$ cat config.mk
export PLATFORM = sky130hd
export DESIGN_NAME = fir_out_buffer
export DESIGN_NICKNAME = d
export VERILOG_FILES = /design/src/rtl/fir_out_buffer.sv
export SDC_FILE = /design/constraint.sdc
export NUM_CORES = 1
export LEC_CHECK = 0
export ABC_AREA = 1
export CORE_ASPECT_RATIO = 1.5
export CORE_MARGIN = 2
export CORE_UTILIZATION = 55
export CTS_CLUSTER_SIZE = 20
export DETAILED_ROUTE_END_ITERATION = 6
export HOLD_SLACK_MARGIN = 0.08
export PLACE_DENSITY = 0.74
export SLEW_MARGIN = 25
export SYNTH_ARGS = -nofsm -noshare
export SYNTH_HDL_FRONTEND = slang
export SYNTH_SLANG_ARGS = --single-unit
$ cat constraint.sdc
create_clock -name CLK -period 4.5 [get_ports CLK]
set_clock_uncertainty 0.2 [all_clocks]
set_input_delay 1.125 -clock CLK [delete_from_list [all_inputs] [get_ports CLK]]
set_output_delay 1.125 -clock CLK [all_outputs]
set_load 0.01 [all_outputs]
$ cat src/rtl/fir_out_buffer.sv
// fir_out_buffer: elastic output buffer for the FIR sample stream.
// Captures every FIR sample (VIN/DIN, no backpressure) into a FIFO and
// re-presents it on a VALID/READY port (VOUT/DOUT/READY). It counts one
// frame of NSAMPLES samples and raises DONE once all of them are delivered.
// Ports:
//   CLK, RST      clock, asynchronous active-high reset
//   VIN, DIN      FIR sample valid / data (two's complement)
//   VOUT, DOUT    downstream valid / FIFO head data
//   READY         downstream ready
//   DONE          frame delivered (sticky until reset)
//   OVF           at least one sample lost (sticky until reset)
//   LEVEL         FIFO occupancy
// Build option: define FIR_BUF_DROP_OLD_EN to overwrite the oldest entry
// on overflow instead of dropping the incoming sample.
module fir_out_buffer #(
    parameter int WIDTH    = 11,
    parameter int DEPTH    = 8,
    parameter int NSAMPLES = 1024
) (
    input  logic                     CLK,
    input  logic                     RST,
    input  logic                     VIN,
    input  logic [WIDTH-1:0]         DIN,
    output logic                     VOUT,
    output logic [WIDTH-1:0]         DOUT,
    input  logic                     READY,
    output logic                     DONE,
    output logic                     OVF,
    output logic [$clog2(DEPTH):0]   LEVEL
);

    localparam int AW = $clog2(DEPTH);
    localparam int CW = $clog2(NSAMPLES) + 1;
    localparam logic [AW:0]   PONE = 1;
    localparam logic [CW-1:0] CONE = 1;
    localparam logic [CW-1:0] NS   = CW'(NSAMPLES);

    typedef enum logic [1:0] {
        S_IDLE,
        S_RUN,
        S_DRAIN,
        S_DONE
    } state_t;

    state_t state_q, state_d;

    logic [WIDTH-1:0] mem [DEPTH];

    logic [AW:0]   wptr_q, wptr_d;
    logic [AW:0]   rptr_q, rptr_d;
    logic [CW-1:0] in_cnt_q, in_cnt_d;
    logic [CW-1:0] wr_cnt_q, wr_cnt_d;
    logic [CW-1:0] out_cnt_q, out_cnt_d;
    logic          ovf_q, ovf_d;
    logic [CW-1:0] target;

    logic empty;
    logic full;
    logic accept;
    logic rd;
    logic lost;
    logic wr;
    logic adv;

    assign empty = (wptr_q == rptr_q);
    // Extra pointer MSB separates full from empty.
    assign full = (wptr_q[AW] != rptr_q[AW]) &&
                  (wptr_q[AW-1:0] == rptr_q[AW-1:0]);
    assign accept = VIN && ((state_q == S_IDLE) || (state_q == S_RUN));
    assign rd = READY && !empty;
    // A read in the same cycle makes room, so that is not an overflow.
    assign lost = accept && full && !rd;

`ifdef FIR_BUF_DROP_OLD_EN
    logic [CW-1:0] ovw_cnt_q, ovw_cnt_d;

    // When full, the tail slot is the head slot: writing there replaces
    // the oldest sample, and the head moves on to the next oldest.
    assign wr = accept;
    assign adv = rd || lost;
    assign ovw_cnt_d = lost ? ovw_cnt_q + CONE : ovw_cnt_q;
    assign target = wr_cnt_q - ovw_cnt_q;

    always_ff @(posedge CLK or posedge RST) begin
        if (RST) begin
            ovw_cnt_q <= '0;
        end else begin
            ovw_cnt_q <= ovw_cnt_d;
        end
    end
`else
    assign wr = accept && !lost;
    assign adv = rd;
    assign target = wr_cnt_q;
`endif

    assign wptr_d    = wr ? wptr_q + PONE : wptr_q;
    assign rptr_d    = adv ? rptr_q + PONE : rptr_q;
    assign in_cnt_d  = accept ? in_cnt_q + CONE : in_cnt_q;
    assign wr_cnt_d  = wr ? wr_cnt_q + CONE : wr_cnt_q;
    assign out_cnt_d = rd ? out_cnt_q + CONE : out_cnt_q;
    assign ovf_d     = ovf_q || lost;

    always_comb begin
        state_d = state_q;
        unique case (state_q)
            S_IDLE, S_RUN: begin
                // The sample that completes the frame is still taken.
                if (accept) begin
                    if (in_cnt_q + CONE == NS) begin
                        state_d = S_DRAIN;
                    end else begin
                        state_d = S_RUN;
                    end
                end
            end
            S_DRAIN: begin
                if (empty && (out_cnt_q == target)) begin
                    state_d = S_DONE;
                end
            end
            S_DONE: begin
                state_d = S_DONE;
            end
        endcase
    end

    always_ff @(posedge CLK or posedge RST) begin
        if (RST) begin
            state_q   <= S_IDLE;
            wptr_q    <= '0;
            rptr_q    <= '0;
            in_cnt_q  <= '0;
            wr_cnt_q  <= '0;
            out_cnt_q <= '0;
            ovf_q     <= 1'b0;
        end else begin
            state_q   <= state_d;
            wptr_q    <= wptr_d;
            rptr_q    <= rptr_d;
            in_cnt_q  <= in_cnt_d;
            wr_cnt_q  <= wr_cnt_d;
            out_cnt_q <= out_cnt_d;
            ovf_q     <= ovf_d;
        end
    end

    // Storage needs no reset: DOUT is masked while the FIFO is empty.
    always_ff @(posedge CLK) begin
        if (wr) begin
            mem[wptr_q[AW-1:0]] <= DIN;
        end
    end

    assign VOUT  = !empty;
    assign DOUT  = empty ? '0 : mem[rptr_q[AW-1:0]];
    assign DONE  = (state_q == S_DONE);
    assign OVF   = ovf_q;
    assign LEVEL = wptr_q - rptr_q;

endmodule

After elaboration in Yosys (flattened, before gate mapping) --
Memory sizes are Yosys's and may differ from the RTL's. Cells that the tools add are included.
Storage, ports and cells: register bits 44, latch bits 0, RAM bits 88, bits in read-only memories 0, memories kept 1
Memories:
- mem | words 8, bits a word 11, rd ports 1, clocked after memory_dff 0, wr ports 1, line 47 | logic [WIDTH-1:0] mem [DEPTH];
Operators by class: add/subtract/negate cells 6, multiply operators 0, divide/modulo/power cells 0, order comparisons 0, equality and inequality tests 10, shift-type cells 0, muxes and demuxes 7, bitwise logic cells 0, reduce and logical (&&, ||, !) cells 15
Operators with widths (count):
- $add A11 B1 Y11 const B | 3
- $eq A11 B11 Y1 | 1
- $eq A11 B11 Y1 const B | 1
- $mux W11 | 1
- $add A4 B1 Y4 const B | 2
- $logic_and A1 B1 Y1 | 7
- $mux W2 | 3
- $pmux W2 S3 | 1
- $eq A2 B2 Y1 const B | 2
- $eq A4 B4 Y1 | 1
- $ne A2 B2 Y1 const B | 2
- $sub A4 B4 Y4 | 1
- $eq A3 B3 Y1 | 1
- $logic_not A1 Y1 | 3
- $eq A2 B1 Y1 const B | 1
- $logic_not A2 Y1 | 1
- $logic_or A1 B1 Y1 | 2
- $mux W1 | 2
- $reduce_and A2 Y1 | 1
- $reduce_or A2 Y1 | 1
- $ne A1 B1 Y1 | 1

Depth between registers and ports, before layout --
Gate-level depths: netlist of run 1.
depth in word-level cells 9, gate-level depth with buffers 13, depth with buffers taken out 12

Least setup slack after synthesis of run 1 --
Ideal clock, no wire load.
path kind reg2out, start point register rptr_q[1], end point output DOUT[3], arrival 1.995 ns, data required time 3.175 ns, slack 1.180 ns, stages on the path, launching flop included 10, cells stage by stage dfrtp_1 inv_1 clkbuf_1 ha_1 nand3_1 inv_1 nand2_2 buf_2 o21ai_0 a31oi_1
Between the ends: longest elaborated chain between the ends 2, elaborated cells on any way between the ends 3
RTL lines:
- start, declared | line 50 | logic [AW:0] rptr_q, rptr_d;
- start signal, assigned | line 140 | rptr_q <= rptr_d;
- $mem_v2 Z8 W11 or $eq A4 B4 Y1 (tied branches)
- $mux W11 (*) | line 156 | assign DOUT = empty ? '0 : mem[rptr_q[AW-1:0]];
- end, declared | line 25 | output logic [WIDTH-1:0] DOUT,
Mark *: on every way between the ends. The rest lies on a longest branch, timed or not.

Final worst setup path of run 1 --
start point register wptr_q[0], end point output DOUT[3]
Between the ends: longest elaborated chain between the ends 2
RTL lines:
- start, declared | line 49 | logic [AW:0] wptr_q, wptr_d;
- start signal, assigned | line 139 | wptr_q <= wptr_d;
- $eq A4 B4 Y1 | line 65 | assign empty = (wptr_q == rptr_q);
- $mux W11 | line 156
Every way passes these cells.

==> run_results.csv, run 1 <==
group,metric,value,unit
drt,drc,0,
cells_and_area,drive_gt1_share,8.94,%
drt,wl_per_cell,16.5,um
critical_path,worst-path-stages,8,
yosys,syn_area,0.00602,mm^2
power_and_ir_drop,seq_power_share,35.3,%
sta,hold_viol_final,0,
clock_tree,cts_tree,"yes",
critical_path,path_cells,"inv_1 -> ha_1 -> nand3_1 -> inv_1 -> nand2_2 -> o21ai_0 -> a31oi_1 -> clkdlybuf4s50_1",
sta,worst_slew_pin_slew,564,ps
grt,grt_pass1_vias,4473,
sta,tns,0,ps
grt,grt_usage,24.1,%
clock_tree,clock_path_buffers,2,
yosys,ys_ff_latch,132,
place,gp_congestion,0.890,
sta,rsz0062_at_grt,"false",
cells_and_area,fin_area,0.00712,mm^2
drt,vias,4382,
critical_path,cp.buffers_inverters,3,
drt,routed_via_density,5.53,
clock_tree,cts-resized-gates,0,
drt,drt-initial-drc-count,238,
critical_path,cpPeakStageDelay,580,ps
critical_path,setup.worst_path.end_class,"output pin",
place,dp_hpwl,8450,um
critical_path,r2r-start,"wptr_q[0]$_DFFE_PP0P_",
clock_tree,clkTransAtPathRegs,60,ps
yosys,synthMuxAreaShare,0,%
clock_tree,clk_latency,410,ps
critical_path,reg2reg_slack,1340,ps
critical_path,cp_max_fo,14,
power_and_ir_drop,combinationalPowerShare,32.1,%
sta,setup_viol,0,
grt,overflow,0,
yosys,synth.avg_cell_area,10.2,um^2
critical_path,endpoint,"DOUT[3]",
sta,slew_headroom,62.4,%
yosys,synth_top_family_by_area,"simple AND/OR/NAND/NOR gates",
clock_tree,cts_hold_buf,0,
cells_and_area,nets,660,
sta,hold_ws,257,ps
place,port_buffers,32,
yosys,synth_compound_area_share,9.79,%
clock_tree,clock_sinks,132,
power_and_ir_drop,p_leak,2.81,nW
floorplanning,io_pins,33,
critical_path,cp-start-kind,"register",
floorplanning,fp.coreArea,0.0106,mm^2
floorplanning,fp-row-count,46,
hold_path,hold_path_startpoint,"OVF$_DFF_PP0_",
floorplanning,dieArea,0.0118,mm^2
cells_and_area,stdcell_count,793,
yosys,syn_inst,589,
sta,maxSlewViolCount,0,
grt,grt_start_max_net_pins,48,
yosys,yosys.area_share.simple,17.0,%
clock_tree,clock-root-buffer,"clkbuf_16",
drt,drt-pass1-iter-count,5,
yosys,ys_warn_count,0,
yosys,synthAdderAreaFrac,2.00,%
cells_and_area,n_antenna_cell,0,
power_and_ir_drop,internal-power,2.72,mW
hold_path,holdCritPathClass,"register to register",
critical_path,setup.worst_path.class,"register to output pin",
yosys,ys_seq_area_share,62.2,%
floorplanning,die_h,132,um
critical_path,crit_slowest_cell,"clkdlybuf4s50_1",
critical_path,crit_top_cell,"inv_1",
sta,fin_crit_sh,92.2,%
cells_and_area,syn_to_final_growth,18.3,%
place,placed_cell_area,0.00655,mm^2
power_and_ir_drop,max-vdd-ir-drop,350,uV
power_and_ir_drop,power_switching,1.33,mW
yosys,synth-xor-area-share,4.78,%
grt,grt_first_pass_wirelength,21400,um
critical_path,r2r-end,"mem[6][10]$_DFFE_PP_",
sta,fin_crit,4150,ps
power_and_ir_drop,sw_frac_of_total,32.8,%
floorplanning,die_w,89.4,um
clock_tree,htreeDepth,4,
clock_tree,cts_made_buffers,17,
critical_path,worstPathArrival,2820,ps
flow_run,drv_cap,0,
clock_tree,postCtsSetupBuffers,0,
floorplanning,start_util,56.5,%
power_and_ir_drop,power.clock.fraction,32.6,%
sta,fmax,0.241,GHz
drt,drt_wl_total,13100,um
power_and_ir_drop,pwr_density_cell,568,mW/mm^2
place,dpl.cell_count,761,
critical_path,reg2reg_depth,10,
outcome,status,"completed",
yosys,syn-num-nets,613,
drt,ant_nets,0,
critical_path,path_delay_family,"buffers and inverters",
grt,antenna_found_initial,0,
cells_and_area,fill_cells,789,
yosys,synth.distinct_cells,33,
critical_path,cp.required,3170,ps
critical_path,startpoint,"wptr_q[0]$_DFFE_PP0P_",
-- kinds of logic (layout without fill, tap and decap cells) --
| kind of cell | count (synthesis) | after routing |
|---|---|---|
| DFF | 132 | 132 |
| adders and majority gates | 9 | 9 |
| and+or+nand+nor | 242 | 242 |
| AOI/OAI and AO/OA | 109 | 109 |
| buffers and inverters | 65 | 125 |
| xor gates and xnor gates | 32 | 32 |
-- layout by cell type, fill, tap and decap left out --
cell	instances
nand4_1	3
nand2_2	2
ha_1	8
nor2_2	2
nor2_1	100
or2_2	1
a21oi_1	3
inv_6	1
inv_1	43
xnor2_1	5
o21ai_1	4
nor2_8	1
clkinvlp_4	2
a21oi_4	1
clkdlybuf4s50_1	32
clkinv_4	4
a31oi_1	12
nor3_1	9
edfxtp_1	88
nand2_4	2
xor2_1	26
dfrtp_1	44
nor2_4	2
nor3_4	1
clkinv_1	5
nand2_1	101
nand3_1	17
clkbuf_1	2
clkbuf_16	17
o22ai_1	11
bufinv_16	2
nor3_2	1
a21oi_2	1
o21ai_0	77
buf_4	15
xnor2_2	1
inv_2	1
fa_1	1
clkinv_2	1
-- how the worst min path moves through the flow --
stage / endpoint / slack, ps / cells past startpoint
finish: OVF$_DFF_PP0_ / 260 / 2
global route: OVF$_DFF_PP0_ / 270 / 2
CTS: OVF$_DFF_PP0_ / 260 / 2
detailed placement: OVF$_DFF_PP0_ / 250 / 2
global placement: OVF$_DFF_PP0_ / 250 / 2
floorplan: in_cnt_q[1]$_DFFE_PP0P_ / 270 / 2
-- cells in the mapped netlist, drive strengths merged --
cell type  number  share of area [%]
fa              1               0.33
nand2         105                6.9
a31oi          12                1.2
nand3          17                1.4
ha              8                1.7
nand4           3               0.31
or2             1               0.10
buf             5               0.46
xor2           26                3.8
xnor2           6                1.0
clkinv          1              0.062
nor2          105                7.2
o21ai          81                6.7
o22ai          11                1.1
edfxtp         88                 44
dfrtp          44                 18
clkbuf         14               0.87
inv            45                2.8
a21oi           5               0.67
nor3           11                1.2
-- per-layer routing --
metal / global-route usage (%) / part of all wire, % / vias up
li1: - / - / 2085
met2: 40.9 / 53 / 130
met4: 11.9 / 3.8 / 0
met1: 27.9 / 39 / 2129
met5: 0 / 0 / -
met3: 5.26 / 4.3 / 38
-- metrics by stage --
stage	util, %	power [mW]	setup slack (ps)
CTS	66.9	4.04	366
floorplan	-	2.20	1180
detailed placement	61.5	2.73	850
global route	66.9	4.26	235
finish	66.9	4.04	350
global placement	61.5	2.69	952
-- registers in the layout (all words and copies together) (netlist names) --
name,count
rptr_q,4
in_cnt_q,11
state_q,2
mem,88
wptr_q,4
out_cnt_q,11
target,11
OVF,1
-- worst register-to-register path, cell delays in order (launching register included) --
cell	delay [ps]
dfrtp_1	430
inv_1	80
ha_1	330
nand3_1	170
inv_1	110
nand2_2	340
nand2_4	170
a21oi_4	390
nand2_1	220
nor3_1	180
buf_4	240
-- area by class of cell --
cell class              count  area, um^2  area share, %
flip-flops and latches    132        3740           52.6
multi-input cells         392        2020           28.4
clock buffers              19         433           6.08
repair buffers             47         433           6.08
well taps                 144         180           2.53
inverters                  46         173           2.42
clock inverters            13         135           1.90
-- power by group through the flow --
stage          logic (mW)  registers (mW)  clock network [mW]
6_report             1.30            1.43                1.32
5_1_grt              1.45            1.43                1.38
4_1_cts              1.29            1.43                1.32
3_5_place_dp         1.29            1.45                   0
3_3_place_gp         1.25            1.45                   0
2_1_floorplan       0.767            1.44                   0
Power figures use the tool's default switching activity.
==> run 2: changes to the inputs <==
--- a/config.mk
+++ b/config.mk
@@ -8,11 +8,11 @@
 export ABC_AREA = 1
 export CORE_ASPECT_RATIO = 1.5
 export CORE_MARGIN = 2
-export CORE_UTILIZATION = 55
+export CORE_UTILIZATION = 30
 export CTS_CLUSTER_SIZE = 20
 export DETAILED_ROUTE_END_ITERATION = 6
 export HOLD_SLACK_MARGIN = 0.08
-export PLACE_DENSITY = 0.74
+export SETUP_SLACK_MARGIN = 0.02
 export SLEW_MARGIN = 25
 export SYNTH_ARGS = -nofsm -noshare
 export SYNTH_HDL_FRONTEND = slang
==> run 2 against run 1 <==
  * Hold slack better by 6.1 ps
  * Sequential power hardly changed
  * Power is 2.8% higher
  * Via count is 3.9% lower
  * Flip-flop and latch count stayed put
  * First-iteration DRC count is 13% lower
==> run_results.csv, run 2 (synthesis results as in run 1) <==
group,metric,value,unit
floorplanning,fp-row-count,63,
critical_path,cp.required,3170,ps
clock_tree,clock_path_buffers,2,
critical_path,cp_max_fo,21,
place,pre_cts_ws,706,ps
place,placed_cell_area,0.00671,mm^2
cells_and_area,final_common_cell,"nand2_1",
drt,ant_nets,0,
sta,hold_ws,263,ps
critical_path,worstPathArrival,2850,ps
sta,worst_slew_pin_slew,786,ps
power_and_ir_drop,max-vdd-ir-drop,255,uV
floorplanning,die_w,120,um
grt,overflow,0,
hold_path,hold_path_depth,2,
drt,drc,0,
critical_path,r2r-end,"mem[4][6]$_DFFE_PP_",
grt,grt_first_pass_wirelength,22200,um
power_and_ir_drop,seq_power_share,34.4,%
cells_and_area,largest_register_ffs,88,
clock_tree,htreeDepth,4,
floorplanning,start_util,30.5,%
clock_tree,postCtsSetupBuffers,0,
drt,drt-initial-drc-count,208,
cells_and_area,syn_to_final_growth,21.5,%
outcome,status,"completed",
place,dp_hpwl,9220,um
drt,routed_via_density,4.63,
sta,setup_ws,321,ps
power_and_ir_drop,sw_frac_of_total,33.0,%
clock_tree,cts_tree,"yes",
grt,grt_pass1_vias,4292,
sta,slew_headroom,47.6,%
floorplanning,io_pins,33,
power_and_ir_drop,internal-power,2.79,mW
critical_path,reg2reg_depth,9,
power_and_ir_drop,combinationalPowerShare,31.7,%
power_and_ir_drop,power_switching,1.37,mW
drt,vias,4210,
power_and_ir_drop,power,4.16,mW
sta,hold_viol_final,0,
critical_path,reg2reg_slack,1240,ps
floorplanning,die_h,177,um
cells_and_area,fin_util,37.1,%
critical_path,setup.worst_path.class,"register to output pin",
cells_and_area,n_antenna_cell,0,
cells_and_area,stdcell_count,909,
cells_and_area,fin_area,0.00732,mm^2
clock_tree,cts_hold_buf,0,
sta,setup_viol,0,
sta,maxSlewViolCount,0,
sta,tns,0,ps
place,gp_congestion,0.809,
cells_and_area,drive_gt1_share,9.86,%
sta,fmax,0.239,GHz
sta,rsz0062_at_grt,"false",
hold_path,hold_path_startpoint,"OVF$_DFF_PP0_",
critical_path,r2r-start,"wptr_q[2]$_DFFE_PP0P_",
cells_and_area,nets,661,
drt,drt_wl_total,13700,um
floorplanning,fp.coreArea,0.0197,mm^2
grt,antenna_found_initial,0,
critical_path,cp-start-kind,"register",
power_and_ir_drop,p_leak,2.84,nW
power_and_ir_drop,power.clock.fraction,33.9,%
cells_and_area,layout_common_cells,"nand2_1 (101), nor2_1 (100), edfxtp_1 (88), o21ai_0 (77), dfrtp_1 (44)",
critical_path,setup.worst_path.end_class,"output pin",
floorplanning,dieArea,0.0212,mm^2
flow_run,drv_cap,0,
place,dpl.cell_count,878,
drt,wl_per_cell,15.1,um
grt,grt_start_max_net_pins,45,
clock_tree,cts_made_buffers,17,
sta,fin_crit_sh,92.9,%
grt,grt_usage,13.6,%
clock_tree,clock-root-buffer,"clkbuf_16",
hold_path,holdCritPathClass,"register to register",
cells_and_area,fill_cells,1959,
sta,fin_crit,4180,ps
clock_tree,clock_sinks,132,
power_and_ir_drop,pwr_density_cell,568,mW/mm^2
clock_tree,clk_latency,410,ps
place,port_buffers,32,
hold_path,hold_end,"OVF$_DFF_PP0_",
drt,drt-pass1-iter-count,4,
clock_tree,cts-resized-gates,0,
clock_tree,clkTransAtPathRegs,60,ps
==> run 2: area by class of cell <==
class                           count  area (um^2)  area share [%]
Clock inverter                     14          179            2.45
Timing Repair Buffer               48          440            6.02
Multi-Input combinational cell    392         2030            27.7
Sequential cell                   132         3740            51.2
Tap cell                          260          325            4.45
Clock buffer                       17          425            5.81
Inverter                           46          174            2.38
==> run 2: worst max path at each step <==
| stage | from | endpoint | slack, ps | cells after the start |
|---|---|---|---|---|
| finish | rptr_q[0]$_DFFE_PP0P_ | DOUT[6] | 320 | 8 |
| global placement | wptr_q[2]$_DFFE_PP0P_ | DOUT[3] | 720 | 7 |
| global route | rptr_q[0]$_DFFE_PP0P_ | DOUT[8] | 60 | 8 |
| floorplan | rptr_q[1]$_DFFE_PP0P_ | DOUT[3] | 1180 | 9 |
| detailed placement | wptr_q[2]$_DFFE_PP0P_ | DOUT[3] | 710 | 7 |
| CTS | rptr_q[0]$_DFFE_PP0P_ | DOUT[6] | 240 | 8 |
==> run 2: critical path, stage by stage (launching register included) <==
cell,delay (ps)
dfrtp_1,400
buf_4,280
clkinv_1,370
buf_4,330
o21ai_0,160
o22ai_1,80
o21ai_0,220
a31oi_1,90
clkdlybuf4s50_1,500
==> run 2: power groups by stage <==
stage | clock network [mW] | registers [mW] | logic (mW)
2_1_floorplan | 0 | 1.44 | 0.767
3_3_place_gp | 0 | 1.45 | 1.32
3_5_place_dp | 0 | 1.45 | 1.33
4_1_cts | 1.43 | 1.43 | 1.35
5_1_grt | 1.49 | 1.44 | 1.48
6_report | 1.41 | 1.43 | 1.32
==> run 2: routing by layer <==
metal,global-route usage [%],up-vias,part of all wire [%]
met5,0,-,0
met4,4.51,0,1.1
met3,3.57,14,3.8
met2,25.2,64,55
met1,14.9,2039,41
li1,-,2093,-
==> run 3: changes to the inputs <==
--- a/config.mk
+++ b/config.mk
@@ -11,6 +11,7 @@
 export CORE_UTILIZATION = 30
 export CTS_CLUSTER_SIZE = 20
 export DETAILED_ROUTE_END_ITERATION = 6
+export GPL_TIMING_DRIVEN = 0
 export HOLD_SLACK_MARGIN = 0.08
 export SETUP_SLACK_MARGIN = 0.02
 export SLEW_MARGIN = 25
==> run 3 against run 2 <==
  * Sequential share of layout area rose by 0.078 points
  * Critical path depth up 2
  * Utilization is essentially flat
  * First-iteration DRC count is 49% higher
  * Via count rose by 1.8%
  * Global-route usage up 0.76 points
  * Clock-buffer cell count grew 1
  * Register-to-register slack worse by 20 ps
  * Critical path type unchanged
  * Critical endpoint is now DOUT[1]
  * Largest cell class unchanged
  * Largest power group unchanged
==> run_results.csv, run 3 (synthesis results as in run 1) <==
group,metric,value,unit
outcome,status,"completed",
power_and_ir_drop,power.clock.fraction,32.1,%
sta,setup_viol,0,
grt,grt-busiest-layer,"met2",
grt,grt_start_max_net_pins,27,
drt,ant_nets,0,
power_and_ir_drop,internal-power,2.71,mW
critical_path,reg2reg_slack,1220,ps
cells_and_area,syn_to_final_growth,21.4,%
critical_path,crit_slowest_cell,"clkdlybuf4s50_1",
power_and_ir_drop,sw_frac_of_total,34.5,%
hold_path,hold_path_depth,2,
sta,tns,0,ps
power_and_ir_drop,seq_power_share,35.0,%
place,placed_cell_area,0.00672,mm^2
drt,routed_via_density,4.68,
critical_path,cpPeakStageDelay,570,ps
flow_run,drv_cap,0,
power_and_ir_drop,p_leak,2.80,nW
critical_path,worstPathArrival,2980,ps
cells_and_area,n_antenna_cell,0,
power_and_ir_drop,power_switching,1.43,mW
drt,drt-pass1-iter-count,5,
floorplanning,fp.coreArea,0.0197,mm^2
grt,antenna_found_initial,0,
floorplanning,io_pins,33,
floorplanning,fp-row-count,63,
clock_tree,clock_sinks,132,
floorplanning,die_w,120,um
critical_path,setup.worst_path.end_class,"output pin",
drt,drt_wl_total,14600,um
grt,grt_use_met3,3.41,%
clock_tree,clkTransAtPathRegs,60,ps
drt,wl_per_cell,16.0,um
power_and_ir_drop,pwr_density_cell,566,mW/mm^2
critical_path,r2r-end,"mem[0][8]$_DFFE_PP_",
critical_path,setup.worst_path.class,"register to output pin",
clock_tree,clock-root-buffer,"clkbuf_16",
sta,fin_crit,4310,ps
clock_tree,cts_made_buffers,17,
sta,worst_slew_pin_slew,753,ps
power_and_ir_drop,combinationalPowerShare,32.9,%
drt,drt-initial-drc-count,309,
place,dpl.cell_count,883,
cells_and_area,layout_common_cells,"nand2_1 (101), nor2_1 (94), edfxtp_1 (88), o21ai_0 (77), dfrtp_1 (43)",
sta,fin_crit_sh,95.7,%
hold_path,holdCritPathClass,"register to register",
critical_path,cp_max_fo,10,
cells_and_area,fill_cells,1937,
drt,drc,0,
place,dp_hpwl,10000,um
critical_path,cp.required,3170,ps
floorplanning,die_h,177,um
critical_path,reg2reg_depth,10,
cells_and_area,multi_input_comb_area,0.00204,mm^2
cells_and_area,drive_gt1_share,10.1,%
critical_path,path_delay_family,"buffers and inverters",
cells_and_area,stdcell_count,915,
clock_tree,cts_hold_buf,0,
floorplanning,dieArea,0.0212,mm^2
clock_tree,postCtsSetupBuffers,0,
grt,grt_pass1_vias,4212,
floorplanning,start_util,30.5,%
sta,hold_viol_final,0,
sta,maxSlewViolCount,0,
cells_and_area,nets,666,
cells_and_area,final_common_cell,"nand2_1",
sta,fmax,0.232,GHz
clock_tree,clk_latency,420,ps
critical_path,path_cells,"inv_2 -> clkbuf_8 -> ha_1 -> nand3_1 -> inv_1 -> nand2_2 -> buf_6 -> o21ai_0 -> a31oi_1 -> clkdlybuf4s50_1",
power_and_ir_drop,max-vdd-ir-drop,238,uV
grt,grt_use_met2,26.0,%
cells_and_area,fin_area,0.00731,mm^2
critical_path,cp.buffers_inverters,5,
cells_and_area,register_area,0.00374,mm^2
hold_path,hold_path_startpoint,"OVF$_DFF_PP0_",
hold_path,hold_end,"OVF$_DFF_PP0_",
drt,vias,4285,
grt,overflow,0,
cells_and_area,largest_register_ffs,88,
critical_path,r2r-start,"rptr_q[1]$_DFFE_PP0P_",
grt,grt_usage,14.3,%
sta,slew_headroom,49.7,%
place,gp_congestion,0.860,
clock_tree,htreeDepth,4,
grt,grt_first_pass_wirelength,22700,um
clock_tree,cts_tree,"yes",
sta,rsz0062_at_grt,"false",
critical_path,cp-start-kind,"register",
grt,met1_usage,16.0,%
power_and_ir_drop,power,4.13,mW
place,port_buffers,32,
clock_tree,clock_path_buffers,2,
run 3: changes by cell type in the layout (fill, tap and decap cells not counted), sizes merged:
cell	delta
buf	-9
clkdlybuf4s50	-4
inv	-2
clkinvlp	+4
dlygate4sd2	+4
clkbuf	+15
clkinv	-1
bufinv	-1
run 3: final cells by class:
| class | count | share of cell area [%] |
|---|---|---|
| sequential | 132 | 51.2 |
| multi-input combinational | 392 | 28.0 |
| clock buffer | 18 | 5.87 |
| timing repair buffer | 34 | 4.74 |
| tap | 260 | 4.45 |
| inverter | 46 | 2.36 |
| clock inverter | 14 | 1.90 |
| buffer | 19 | 1.46 |
run 3: worst reg2reg max path, stage by stage (launching register included):
cell	delay [ps]
dfrtp_2	480
inv_2	150
clkbuf_8	200
ha_1	250
nand3_1	160
inv_1	100
nand2_2	190
nand2_4	120
a21oi_4	240
nand2_1	200
nor2_2	620
run 3: per-stage QoR:
stage               utilization (%)  setup WS [ps]  hold slack (ps)
global placement               33.8           -171              257
global route                   37.1           32.7              313
floorplan                         -           1180              268
finish                         37.1            195              271
CTS                            37.1            113              278
detailed placement             34.1           -165              262
run 3: how the worst max path moves through the flow:
stage | startpoint | to | slack, ps | cells past startpoint
after floorplan | rptr_q[1]$_DFFE_PP0P_ | DOUT[3] | 1180 | 9
after global placement | rptr_q[1]$_DFFE_PP0P_ | DOUT[2] | -170 | 10
after detailed placement | rptr_q[1]$_DFFE_PP0P_ | DOUT[2] | -160 | 10
after CTS | rptr_q[2]$_DFFE_PP0P_ | DOUT[1] | 110 | 10
after global routing | rptr_q[1]$_DFFE_PP0P_ | DOUT[1] | 30 | 10
final | rptr_q[1]$_DFFE_PP0P_ | DOUT[1] | 190 | 10
run 3: repair_timing:
action | 4_1_cts | 5_1_grt
gates resized for setup | 13 | 2
pin swaps | 0 | 0
setup endpoints to repair | 12 | 5
hold endpoints to repair | 0 | 0
run 3: per-layer routing:
| metal | vias to the layer above | part of all wire, % |
|---|---|---|
| li1 | 2098 | - |
| met1 | 2047 | 39 |
| met2 | 120 | 54 |
| met3 | 20 | 4.8 |
| met4 | 0 | 1.9 |
| met5 | - | 0 |
run 3: power groups by stage:
stage                     clock (mW)  sequential [mW]  combinational [mW]
after global routing            1.41             1.45                1.50
after global placement             0             1.46                1.36
after CTS                       1.34             1.44                1.38
final                           1.33             1.44                1.36
after detailed placement           0             1.46                1.37
after floorplan                    0             1.44               0.767
